File: src/rtl/uart_mem_dump_pkg.sv
// Shared UART framing constants, FSM encoding and divider helper
// for the program-link transmitter and receiver.
package uart_mem_dump_pkg;

  localparam int   FRAME_BITS = 10;
  localparam logic START_BIT  = 1'b0;
  localparam logic STOP_BIT   = 1'b1;

  typedef enum logic [2:0] {
    S_IDLE,
    S_REQ,
    S_ADDR,
    S_LATCH,
    S_SEND
  } state_t;

  function automatic int uart_div(input int clk_hz, input int baud);
    return clk_hz / baud;
  endfunction

endpackage

File: src/rtl/uart_mem_dump_tx.sv
// 8N1 byte serializer: owns the baud counter and the shift register.
// The start bit is on txd the cycle after load.
module uart_tx_byte
  import uart_mem_dump_pkg::*;
#(
  parameter int DIV = 434
) (
  input  logic       clk,
  input  logic       reset,
  input  logic       load,
  input  logic [7:0] data,
  output logic       txd,
  output logic       ready
);

  localparam int CNTW = (DIV > 1) ? $clog2(DIV) : 1;

  logic [CNTW-1:0] cnt;
  logic [3:0]      idx;
  logic [7:0]      sh;
  logic            active;

  always_ff @(posedge clk) begin
    if (reset) begin
      txd    <= 1'b1;
      active <= 1'b0;
      cnt    <= '0;
      idx    <= '0;
      sh     <= '0;
    end else if (load && !active) begin
      txd    <= START_BIT;
      sh     <= data;
      idx    <= '0;
      cnt    <= '0;
      active <= 1'b1;
    end else if (active) begin
      if (cnt == CNTW'(DIV - 1)) begin
        cnt <= '0;
        if (idx == 4'(FRAME_BITS - 1)) begin
          active <= 1'b0;
        end else begin
          idx <= idx + 4'd1;
          // idx 8 is d7; the following bit is the stop bit
          if (idx == 4'(FRAME_BITS - 2)) begin
            txd <= STOP_BIT;
          end else begin
            txd <= sh[0];
            sh  <= {1'b0, sh[7:1]};
          end
        end
      end else begin
        cnt <= cnt + CNTW'(1);
      end
    end
  end

  assign ready = !active;

endmodule

File: src/rtl/uart_mem_dump.sv
// Dumps a RAM window over the UART link, borrowing the RAM through
// the ask_for_ram arbiter for one byte fetch at a time.
module uart_mem_dump
  import uart_mem_dump_pkg::*;
#(
  parameter int                    CLK_HZ     = 25_000_000,
  parameter int                    BAUD       = 57600,
  parameter int                    ADDR_WIDTH = 11,
  parameter logic [ADDR_WIDTH-1:0] DUMP_START = 11'h200,
  parameter int                    DUMP_LEN   = 1024
) (
  input  logic                  clk,
  input  logic                  reset,
  input  logic                  start,
  output logic                  ask_for_ram,
  input  logic                  ram_granted,
  output logic [ADDR_WIDTH-1:0] raddr,
  input  logic [7:0]            rdata,
  output logic                  serial_txd,
  output logic                  busy,
  output logic                  done
);

  localparam int   DIV   = uart_div(CLK_HZ, BAUD);
  localparam int   CW    = $clog2(2**ADDR_WIDTH + 1);
  localparam logic EMPTY = (DUMP_LEN == 0);

  state_t                state;
  state_t                state_n;
  logic [ADDR_WIDTH-1:0] addr;
  logic [ADDR_WIDTH-1:0] raddr_q;
  logic [CW-1:0]         count;
  logic                  zero_done;
  logic                  tx_ready;
  logic                  load;
  logic                  start_ok;
  logic                  last;

  assign start_ok = (state == S_IDLE) && start;
  assign last     = (count == CW'(1));

  always_ff @(posedge clk) begin
    if (reset) state <= S_IDLE;
    else       state <= state_n;
  end

  always_comb begin
    state_n = state;
    unique case (state)
      S_IDLE:  if (start && !EMPTY) state_n = S_REQ;
      S_REQ:   if (ram_granted) state_n = S_ADDR;
      S_ADDR:  state_n = ram_granted ? S_LATCH : S_REQ;
      S_LATCH: state_n = ram_granted ? S_SEND : S_REQ;
      S_SEND:  if (tx_ready) state_n = last ? S_IDLE : S_REQ;
      default: state_n = S_IDLE;
    endcase
  end

  always_ff @(posedge clk) begin
    if (reset) begin
      addr      <= DUMP_START;
      raddr_q   <= DUMP_START;
      count     <= '0;
      zero_done <= 1'b0;
    end else begin
      zero_done <= start_ok && EMPTY;
      if (start_ok) begin
        addr  <= DUMP_START;
        count <= CW'(DUMP_LEN);
      end
      if (state == S_ADDR) raddr_q <= addr;
      // advance only once the frame is fully out, so a lost grant retries
      if (state == S_SEND && tx_ready) begin
        addr  <= addr + 1'b1;
        count <= count - 1'b1;
      end
    end
  end

  always_comb begin
    ask_for_ram = (state == S_REQ) || (state == S_ADDR)
               || (state == S_LATCH);
    busy        = (state != S_IDLE) || zero_done;
    done        = ((state == S_SEND) && tx_ready && last) || zero_done;
    raddr       = (state == S_ADDR) ? addr : raddr_q;
    load        = (state == S_LATCH) && ram_granted;
  end

  uart_tx_byte #(
    .DIV(DIV)
  ) u_tx (
    .clk  (clk),
    .reset(reset),
    .load (load),
    .data (rdata),
    .txd  (serial_txd),
    .ready(tx_ready)
  );

endmodule

File: config.mk
export PLATFORM = sky130hd
export DESIGN_NAME = uart_mem_dump
export DESIGN_NICKNAME = d
export VERILOG_FILES = /design/src/rtl/uart_mem_dump_pkg.sv /design/src/rtl/uart_mem_dump_tx.sv /design/src/rtl/uart_mem_dump.sv
export SDC_FILE = /design/constraint.sdc
export NUM_CORES = 1
export LEC_CHECK = 0
export ABC_AREA = 1
export CAP_MARGIN = 20
export CELL_PAD_IN_SITES_DETAIL_PLACEMENT = 0
export CELL_PAD_IN_SITES_GLOBAL_PLACEMENT = 1
export CORE_MARGIN = 2
export CORE_UTILIZATION = 41
export CTS_CLUSTER_DIAMETER = 120
export DETAILED_ROUTE_END_ITERATION = 10
export PLACE_DENSITY_LB_ADDON = 0.1
export SYNTH_ARGS = -nofsm -noshare
export SYNTH_HDL_FRONTEND = slang
export SYNTH_SLANG_ARGS = --single-unit
File: constraint.sdc
create_clock -name clk -period 1.49 [get_ports clk]
set_input_delay 0.149 -clock clk [delete_from_list [all_inputs] [get_ports clk]]
set_output_delay 0.149 -clock clk [all_outputs]
set_load 0.05 [all_outputs]
==> metrics.cfg, run 1 <==
[floorplanning]
num_io_pins=27
die_h_microns=91.8
row_count=32
die_w_microns=91.8
core-area_sq_mm=0.00761
fp.dieArea_sq_mm=0.00842
start_util_pct=41.5

[timing]
max-slew-margin-rel_pct=81.8
setup_viol=18
final_hold_viol_count=0
rsz0062_at_grt=true
period_share_pct=113
skew_ns=0.00940
slew_violations=0
tightest_slew_ns=0.273
fmax_mhz=592
worst_slack_ns=-0.199
final.setup.tns_ns=-1.96
min_period_ns=1.69

[synth]
synth_area_leaders=dfxtp_1 38%, nand2_1 11%, nor2_1 7.8%
yosysSeqAreaShare_pct=38.0
synthArstFlopShare_pct=0
yosys_warnings=0
synth_top_area_share_pct=38.0
synth_area_leader_cell=dfxtp_1
synth.avg_cell_area_sq_um=6.82
synth_area_sq_mm=0.00316
post-synth-top-count-cell=nand2_1
synth_nets=483
yosysUniqueCellTypes=38
synth_flop_cell=dfxtp_1
synth_edf_count=0
ys_top_cells_by_count=94 x nand2_1, 66 x nor2_1, 60 x dfxtp_1, 60 x inv_1, 42 x nand3_1
ys_seq_elements=60
synth_cells=463

[power]
leakagePower_nw=2.06
peakVddDrop_mv=0.531
cellPowerDensity_mw_per_mm2=909

[clocking]
clk_latency_ns=0.35
cts_tree=yes
cts.sinks=60
cts.htree.levels=3
root_buffer=clkbuf_8
clockBufferDepth=2
path_clk_slew_ns=0.06
numCtsBuffers=9

[finish]
antenna_cells=0
fill_cells=680
layout-drive-gt1-share_pct=35.4
nets=583
register_area_sq_mm=0.00122
finalNonFillerCells=670
final_area_sq_mm=0.00479
syn_to_final_growth_pct=51.7
multi_input_area_sq_mm=0.00200

[placed_design]
placed_cell_area_sq_mm=0.00411
port-buffer-count=26
dpl.hpwl_microns=5270
dp_cells=623
gp_congestion=0.824

[setup_path]
path_max_fanout=14
crit_top_cell=buf_12
timing.critical_path.cells=inv_4, nand2_4, nor2_4, buf_12, or2_2, inv_2, a21oi_4, buf_12
critPathKind=flop to output port
cp-end-kind=output port
crit_path_start_kind=flop
worstPathRequired_ns=1.34
arrival_ns=1.54
path_buf_inv=4
crit_family=buffers and inverters
slowest_stage=dfxtp_4
cp_slowest_stage_delay_ns=0.37

[min_path]
hp-class=primary input to flop

[status]
violations=setup timing
status=complete, but fails checks

[global_route]
antenna_found_initial=0
grt_pass1_vias=2940
grt.total_usage_pct=19.6
grt_max_degree=27
grt_overflow_total=0
grt_pass1_wl_microns=13300

[routing]
viasPerCell=4.80
remaining_drc_errors=0
wl_per_cell_microns=11.8
first_pass_iters=4
num_vias=3214
ant_nets=0
drtIter0Drc=158
wirelength_microns=7900

[job]
max_cap_viol_count=0

## layer usage
| layer | track usage [%] | wire length (microns) |
|---|---|---|
| met1 | 27.0 | 3990 |
| met4 | 6.72 | 109 |
| met3 | 5.01 | 267 |
| met5 | 0 | 0 |
| met2 | 29.7 | 3540 |
## where the power goes
group	switching (mW)	total, mW	internal, mW
Combinational	0.667	1.28	0.609
Clock	0.666	1.40	0.731
Sequential	0.0330	1.68	1.65
Total	1.37	4.36	2.99
## layout by cell type (no fill, tap or decap), types with 10 or more instances in the layout
cell and count:
nand2_1 86, buf_4 68, nor2_1 56, inv_1 48, dfxtp_1 47, nand3_1 40
a21oi_1 20, buf_12 16, inv_2 13, a211oi_1 12, o21ai_0 12, clkbuf_8 12
clkdlybuf4s50_1 11, nor2_4 10, a21oi_4 10, dfxtp_2 10
## state kept, by name, summed over array words and instances, names as in the netlist
name	count
count	12
raddr_q	11
u_tx.sh	8
u_tx.idx	4
addr	11
u_tx.cnt	9
state	3
u_tx.txd	1
u_tx.active	1
## worst reg2reg max path, cell delays in order (launching register included)
cell     delay, ns
dfxtp_4       0.36
inv_4         0.06
nand2_4       0.05
buf_4         0.15
buf_4         0.15
nor2_8        0.14
nand2_8       0.08
buf_4         0.14
nand2_1       0.05
nand2_1       0.04
inv_1         0.04
nand3_1       0.06
nand2_1       0.07
nor2_1        0.03
## cell type report
| type | count | area share (%) |
|---|---|---|
| multi-input cells | 328 | 41.8 |
| flip-flops and latches | 60 | 25.6 |
| repair buffers | 102 | 21.1 |
| inverters | 62 | 4.91 |
| clock buffers | 12 | 3.45 |
| well taps | 102 | 2.66 |
| clock inverters | 4 | 0.470 |
## cells by family after synthesis
kind of cell | after synthesis | share of synthesized area, %
AO/OA/AOI/OAI | 72 | 13.4
buffers and inverters | 77 | 9.79
AND/OR/NAND/NOR | 243 | 34.8
flip-flops | 60 | 38.0
XOR/XNOR | 3 | 0.832
adder cells (fa/ha/maj) | 8 | 3.17
## stage by stage
stage          total power, mW  hold WS, ns  utilization [%]  setup WS (ns)
3_3_place_gp              2.82        0.454             54.0        -0.0695
3_5_place_dp              2.83        0.454             54.0        -0.0924
5_1_grt                   4.56        0.463             63.0         -0.258
6_report                  4.36        0.447             63.0         -0.199
4_1_cts                   4.33        0.405             60.3         -0.204
2_1_floorplan             2.34        0.314                -       -0.00558
## repair_timing
item | 4_1_cts | 5_1_grt
endpoints found under the setup margin | 25 | 38
pin swaps | 10 | 14
endpoints found under the hold margin | 0 | 0
cloned | 2 | 1
hold buffers | 0 | 0
resized for setup | 42 | 46
setup buffers | 24 | 10
## final timing paths
| path | startpoint | endpoint | slack [ns] | cells past startpoint |
|---|---|---|---|---|
| max reg2reg | state[2] | u_tx.sh[3] | -0.03 | 13 |
| max | state[2] | raddr[5] | -0.20 | 8 |
| min reg2reg | addr[9] | addr[9] | 0.47 | 2 |
| min | rdata[7] | u_tx.sh[7] | 0.45 | 3 |
No activity file was read; power rests on OpenSTA's default activity.
==> run 2: changes to the inputs <==
--- a/config.mk
+++ b/config.mk
@@ -17,3 +17,4 @@
 export SYNTH_ARGS = -nofsm -noshare
 export SYNTH_HDL_FRONTEND = slang
 export SYNTH_SLANG_ARGS = --single-unit
+export TNS_END_PERCENT = 1
==> run 2 against run 1 <==
The run still ends with setup timing left. Power shrank 7.3%. Register-to-register slack better by 0.08 ns. Sequential cell count unchanged. Clock power down 12%. Fmax grew 0.33%. Combinational power is 13% lower.
==> metrics.cfg, run 2 (synthesis gave the netlist of run 1 again) <==
[min_path]
hold_depth=3
hp-class=primary input to flop
min_from=rdata[7]
whs_endpoint=u_tx.sh[7]

[job]
max_cap_viol_count=0

[setup_path]
crit_path_start_kind=flop
worstPathRequired_ns=1.34
r2r_end=u_tx.sh[6]
reg2reg_depth=10
r2r-start=u_tx.cnt[1]
arrival_ns=1.53
critPathKind=flop to output port
r2r_setup_slack_ns=0.05
path_max_fanout=24
cp-end-kind=output port

[power]
power.switching_mw=1.26
cellPowerDensity_mw_per_mm2=928
p_clk_share_pct=30.5
peakVddDrop_mv=0.437
seqPwrFrac_pct=41.7
p_comb_share_pct=27.8
leakagePower_nw=1.88
p_int_mw=2.78
swShare_pct=31.3

[placed_design]
port-buffer-count=26
gp_congestion=0.774
dpl.hpwl_microns=5320
placed_cell_area_sq_mm=0.00411

[status]
status=complete, but fails checks
violations=setup timing

[timing]
min_period_ns=1.68
period_share_pct=113
rsz0062_at_grt=true
max-slew-margin-rel_pct=75.9
whs_ns=0.422
tightest_slew_ns=0.358
fmax_mhz=594
skew_ns=0.00475
worst_slack_ns=-0.193
setup_viol=12
final_hold_viol_count=0
final.setup.tns_ns=-1.95
slew_violations=0

[finish]
multi_input_area_sq_mm=0.00184
register_area_sq_mm=0.00121
antenna_cells=0
syn_to_final_growth_pct=37.9
post-route-util_pct=57.2
nets=552
largest_register_ffs=12
largestRegisters=count (12), addr (11), raddr_q (11)
layout-drive-gt1-share_pct=26.2
top_register=count
mostFrequentLayoutCell=nand2_1
fill_cells=761
final_area_sq_mm=0.00435
final_cell_mix=93 x nand2_1, 59 x nor2_1, 55 x dfxtp_1, 49 x inv_1, 44 x buf_4

[clocking]
cts_tree=yes
numCtsBuffers=9
root_buffer=clkbuf_8
cts.htree.levels=3
path_clk_slew_ns=0.06
clockBufferDepth=2
clk_latency_ns=0.34
cts.sinks=60

[floorplanning]
core-area_sq_mm=0.00761
die_h_microns=91.8
start_util_pct=41.5
row_count=32
die_w_microns=91.8
num_io_pins=27
fp.dieArea_sq_mm=0.00842

[global_route]
grt_pass1_wl_microns=12900
grt_pass1_vias=2933
grt_max_degree=27
antenna_found_initial=0
grt.total_usage_pct=18.7
grt_overflow_total=0

[routing]
viasPerCell=4.82
ant_nets=0
wirelength_microns=7310
num_vias=3069
wl_per_cell_microns=11.5
remaining_drc_errors=0
first_pass_iters=4
drtIter0Drc=110

run 2: worst max path at each step:
stage                 from          to
2_1_floorplan     state[0]        done
3_3_place_gp   ram_granted  u_tx.sh[4]
3_5_place_dp   ram_granted  u_tx.sh[5]
4_1_cts           state[1]    raddr[8]
5_1_grt           state[2]    raddr[8]
6_report          state[1]    raddr[4]
run 2: power by group through the flow:
stage                     clock network [mW]  logic (mW)  registers (mW)
after global routing                    1.36        1.20            1.69
after CTS                               1.28        1.13            1.68
after global placement                     0        1.09            1.71
final                                   1.23        1.12            1.69
after detailed placement                   0        1.10            1.72
after floorplan                            0       0.622            1.72
run 2: through the flow:
stage / std cells / total power, mW / worst slack [ns]
finish: 637 / 4.04 / -0.193
global route: 637 / 4.25 / -0.281
CTS: 637 / 4.09 / -0.230
detailed placement: 622 / 2.82 / -0.0950
global placement: 622 / 2.81 / -0.0668
floorplan: 463 / 2.34 / -0.0848
run 2: layer usage:
layer | track usage [%] | routed length (microns) | part of all wire (%)
met2 | 30.3 | 3210 | 44
met3 | 5.75 | 275 | 3.8
met5 | 0 | 0 | 0
met1 | 24.5 | 3760 | 51
met4 | 4.10 | 75 | 1.0
run 2: worst max-delay path: stages (launching register included):
cell and delay (ns):
dfxtp_4 0.37, nand2_4 0.08, nor2_4 0.04, buf_12 0.15
or2_2 0.28, inv_2 0.08, a21oi_4 0.04, buf_12 0.16
run 2: area by class of cell:
class                      instances  area share, %
multi-input combinational        326           42.2
sequential                        60           27.8
timing repair buffer              73           18.2
inverter                          62           5.34
clock buffer                      11           3.25
tap                              102           2.93
clock inverter                     3          0.345
run 2: repair_timing:
item / in CTS / in global routing
setup buffers: 1 / 0
hold buffers: 0 / 0
setup endpoints to repair: 23 / 29
resized for setup: 18 / 18
pin swaps: 0 / 3
==> run 3: changes to the inputs <==
--- a/config.mk
+++ b/config.mk
@@ -12,9 +12,10 @@
 export CORE_MARGIN = 2
 export CORE_UTILIZATION = 41
 export CTS_CLUSTER_DIAMETER = 120
+export CTS_CLUSTER_SIZE = 14
 export DETAILED_ROUTE_END_ITERATION = 10
 export PLACE_DENSITY_LB_ADDON = 0.1
 export SYNTH_ARGS = -nofsm -noshare
 export SYNTH_HDL_FRONTEND = slang
 export SYNTH_SLANG_ARGS = --single-unit
-export TNS_END_PERCENT = 1
+export TNS_END_PERCENT = 20
==> run 3 against run 2 <==
The run still ends with setup timing left. Register-to-register slack got worse by 0.02 ns. Sequential power is essentially flat. Cell count increased by 1.1%. Non-clock buffer count grew 5. Fmax barely moved. Critical path depth rose by 1. Count of clock-buffer cells in the layout rose by 3. Global-route usage is 0.46 points higher. Core utilization increased by 1.4 points. Die area is the same. Critical path type unchanged. Critical endpoint is now raddr[7].
==> metrics.cfg, run 3 (synthesis gave the netlist of run 1 again) <==
[status]
status=complete, but fails checks
violations=setup timing

[setup_path]
arrival_ns=1.54
slowest_stage=dfxtp_2
timing.critical_path.cells=inv_2, nand2_4, nor2_4, buf_12, or2_2, inv_2, a21oi_4, buf_12
path_max_fanout=14
path_buf_inv=4
critPathKind=flop to output port
cp-end-kind=output port
crit_family=buffers and inverters
worstPathRequired_ns=1.34
crit_path_start_kind=flop
cp_slowest_stage_delay_ns=0.33

[floorplanning]
core-area_sq_mm=0.00761
die_h_microns=91.8
num_io_pins=27
fp.dieArea_sq_mm=0.00842
row_count=32
die_w_microns=91.8
start_util_pct=41.5

[finish]
fill_cells=728
antenna_cells=0
top_register=count
largestRegisters=count (12), addr (11), raddr_q (11)
register_area_sq_mm=0.00122
largest_register_ffs=12
syn_to_final_growth_pct=41.2
finalNonFillerCells=644
final_area_sq_mm=0.00446
nets=557
mostFrequentLayoutCell=nand2_1
final_cell_mix=93 x nand2_1, 55 x nor2_1, 49 x inv_1, 49 x buf_4, 48 x dfxtp_1
layout-drive-gt1-share_pct=29.0
multi_input_area_sq_mm=0.00187

[routing]
remaining_drc_errors=0
ant_nets=0
wl_per_cell_microns=11.6
num_vias=3086
first_pass_iters=4
drtIter0Drc=106
wirelength_microns=7500
viasPerCell=4.79

[timing]
slew_violations=0
worst_slack_ns=-0.194
period_share_pct=113
skew_ns=0.00934
final.setup.tns_ns=-2.02
tightest_slew_ns=0.301
fmax_mhz=594
final_hold_viol_count=0
setup_viol=12
rsz0062_at_grt=true
max-slew-margin-rel_pct=79.9
min_period_ns=1.68

[global_route]
grt.total_usage_pct=19.1
antenna_found_initial=0
grt_pass1_wl_microns=13100
grt_overflow_total=0
grt_max_degree=18
grt_pass1_vias=2877

[power]
cellPowerDensity_mw_per_mm2=931
leakagePower_nw=1.92
peakVddDrop_mv=0.496
power_mw=4.15

[placed_design]
gp_congestion=0.780
dpl.hpwl_microns=5220
placed_cell_area_sq_mm=0.00407
port-buffer-count=26
dp_cells=619

[clocking]
cts.sinks=60
cts_tree=yes
clk_latency_ns=0.34
cts.htree.levels=3
numCtsBuffers=9
clockBufferDepth=2
root_buffer=clkbuf_8
path_clk_slew_ns=0.07

[min_path]
hp-class=primary input to flop

[job]
max_cap_viol_count=0

## run 3: cell count changes in the layout (fill, tap and decap cells not counted), sizes merged
| cell | before | now |
|---|---|---|
| clkbuf | 11 | 14 |
| buf | 62 | 67 |
| clkinv | 3 | 2 |
## run 3: where the power goes
part | internal, mW | switching, mW | total (mW)
clock | 0.647 | 0.646 | 1.29
combinational | 0.537 | 0.635 | 1.17
sequential | 1.65 | 0.0300 | 1.68
## run 3: area by class of cell
class | count | share of cell area (%)
Multi-Input combinational cell | 326 | 42.0
Clock inverter | 2 | 0.225
Clock buffer | 14 | 3.42
Tap cell | 102 | 2.86
Sequential cell | 60 | 27.3
Timing Repair Buffer | 78 | 19.0
Inverter | 62 | 5.22
## run 3: worst min-delay path, cell delays in order
cell	delay (ns)
clkdlybuf4s50_1	0.42
nand3_1	0.08
a21oi_1	0.07
## run 3: timing repair
item | CTS | global route
pin swaps | 1 | 4
cloned | 1 | 0
gates resized for setup | 20 | 30
hold buffers | 0 | 0
buffers inserted | 4 | 4
endpoints found under the setup margin | 21 | 31
## run 3: path summary, 6_finish.rpt
kind / startpoint / to / slack, ns / cells after the start
worst max-delay path: state[2] / raddr[7] / -0.19 / 8
worst min-delay path: rdata[7] / u_tx.sh[7] / 0.43 / 3
worst max register to register: state[2] / u_tx.sh[1] / 0.03 / 13
worst min register to register: addr[9] / addr[9] / 0.48 / 2
## run 3: routing by layer
layer | vias up | track usage, % | wire [microns]
met5 | - | 0 | 0
met4 | 0 | 7.71 | 55
met3 | 6 | 3.37 | 223
met2 | 44 | 29.1 | 3290
met1 | 1393 | 26.9 | 3940
li1 | 1643 | - | -
## run 3: per-stage QoR
step / hold slack, ns / worst slack, ns / util (%)
6_report: 0.429 / -0.194 / 58.6
5_1_grt: 0.444 / -0.268 / 58.6
4_1_cts: 0.425 / -0.239 / 57.0
3_5_place_dp: 0.463 / -0.0870 / 53.6
3_3_place_gp: 0.454 / -0.0798 / 53.6
2_1_floorplan: 0.314 / -0.0848 / -
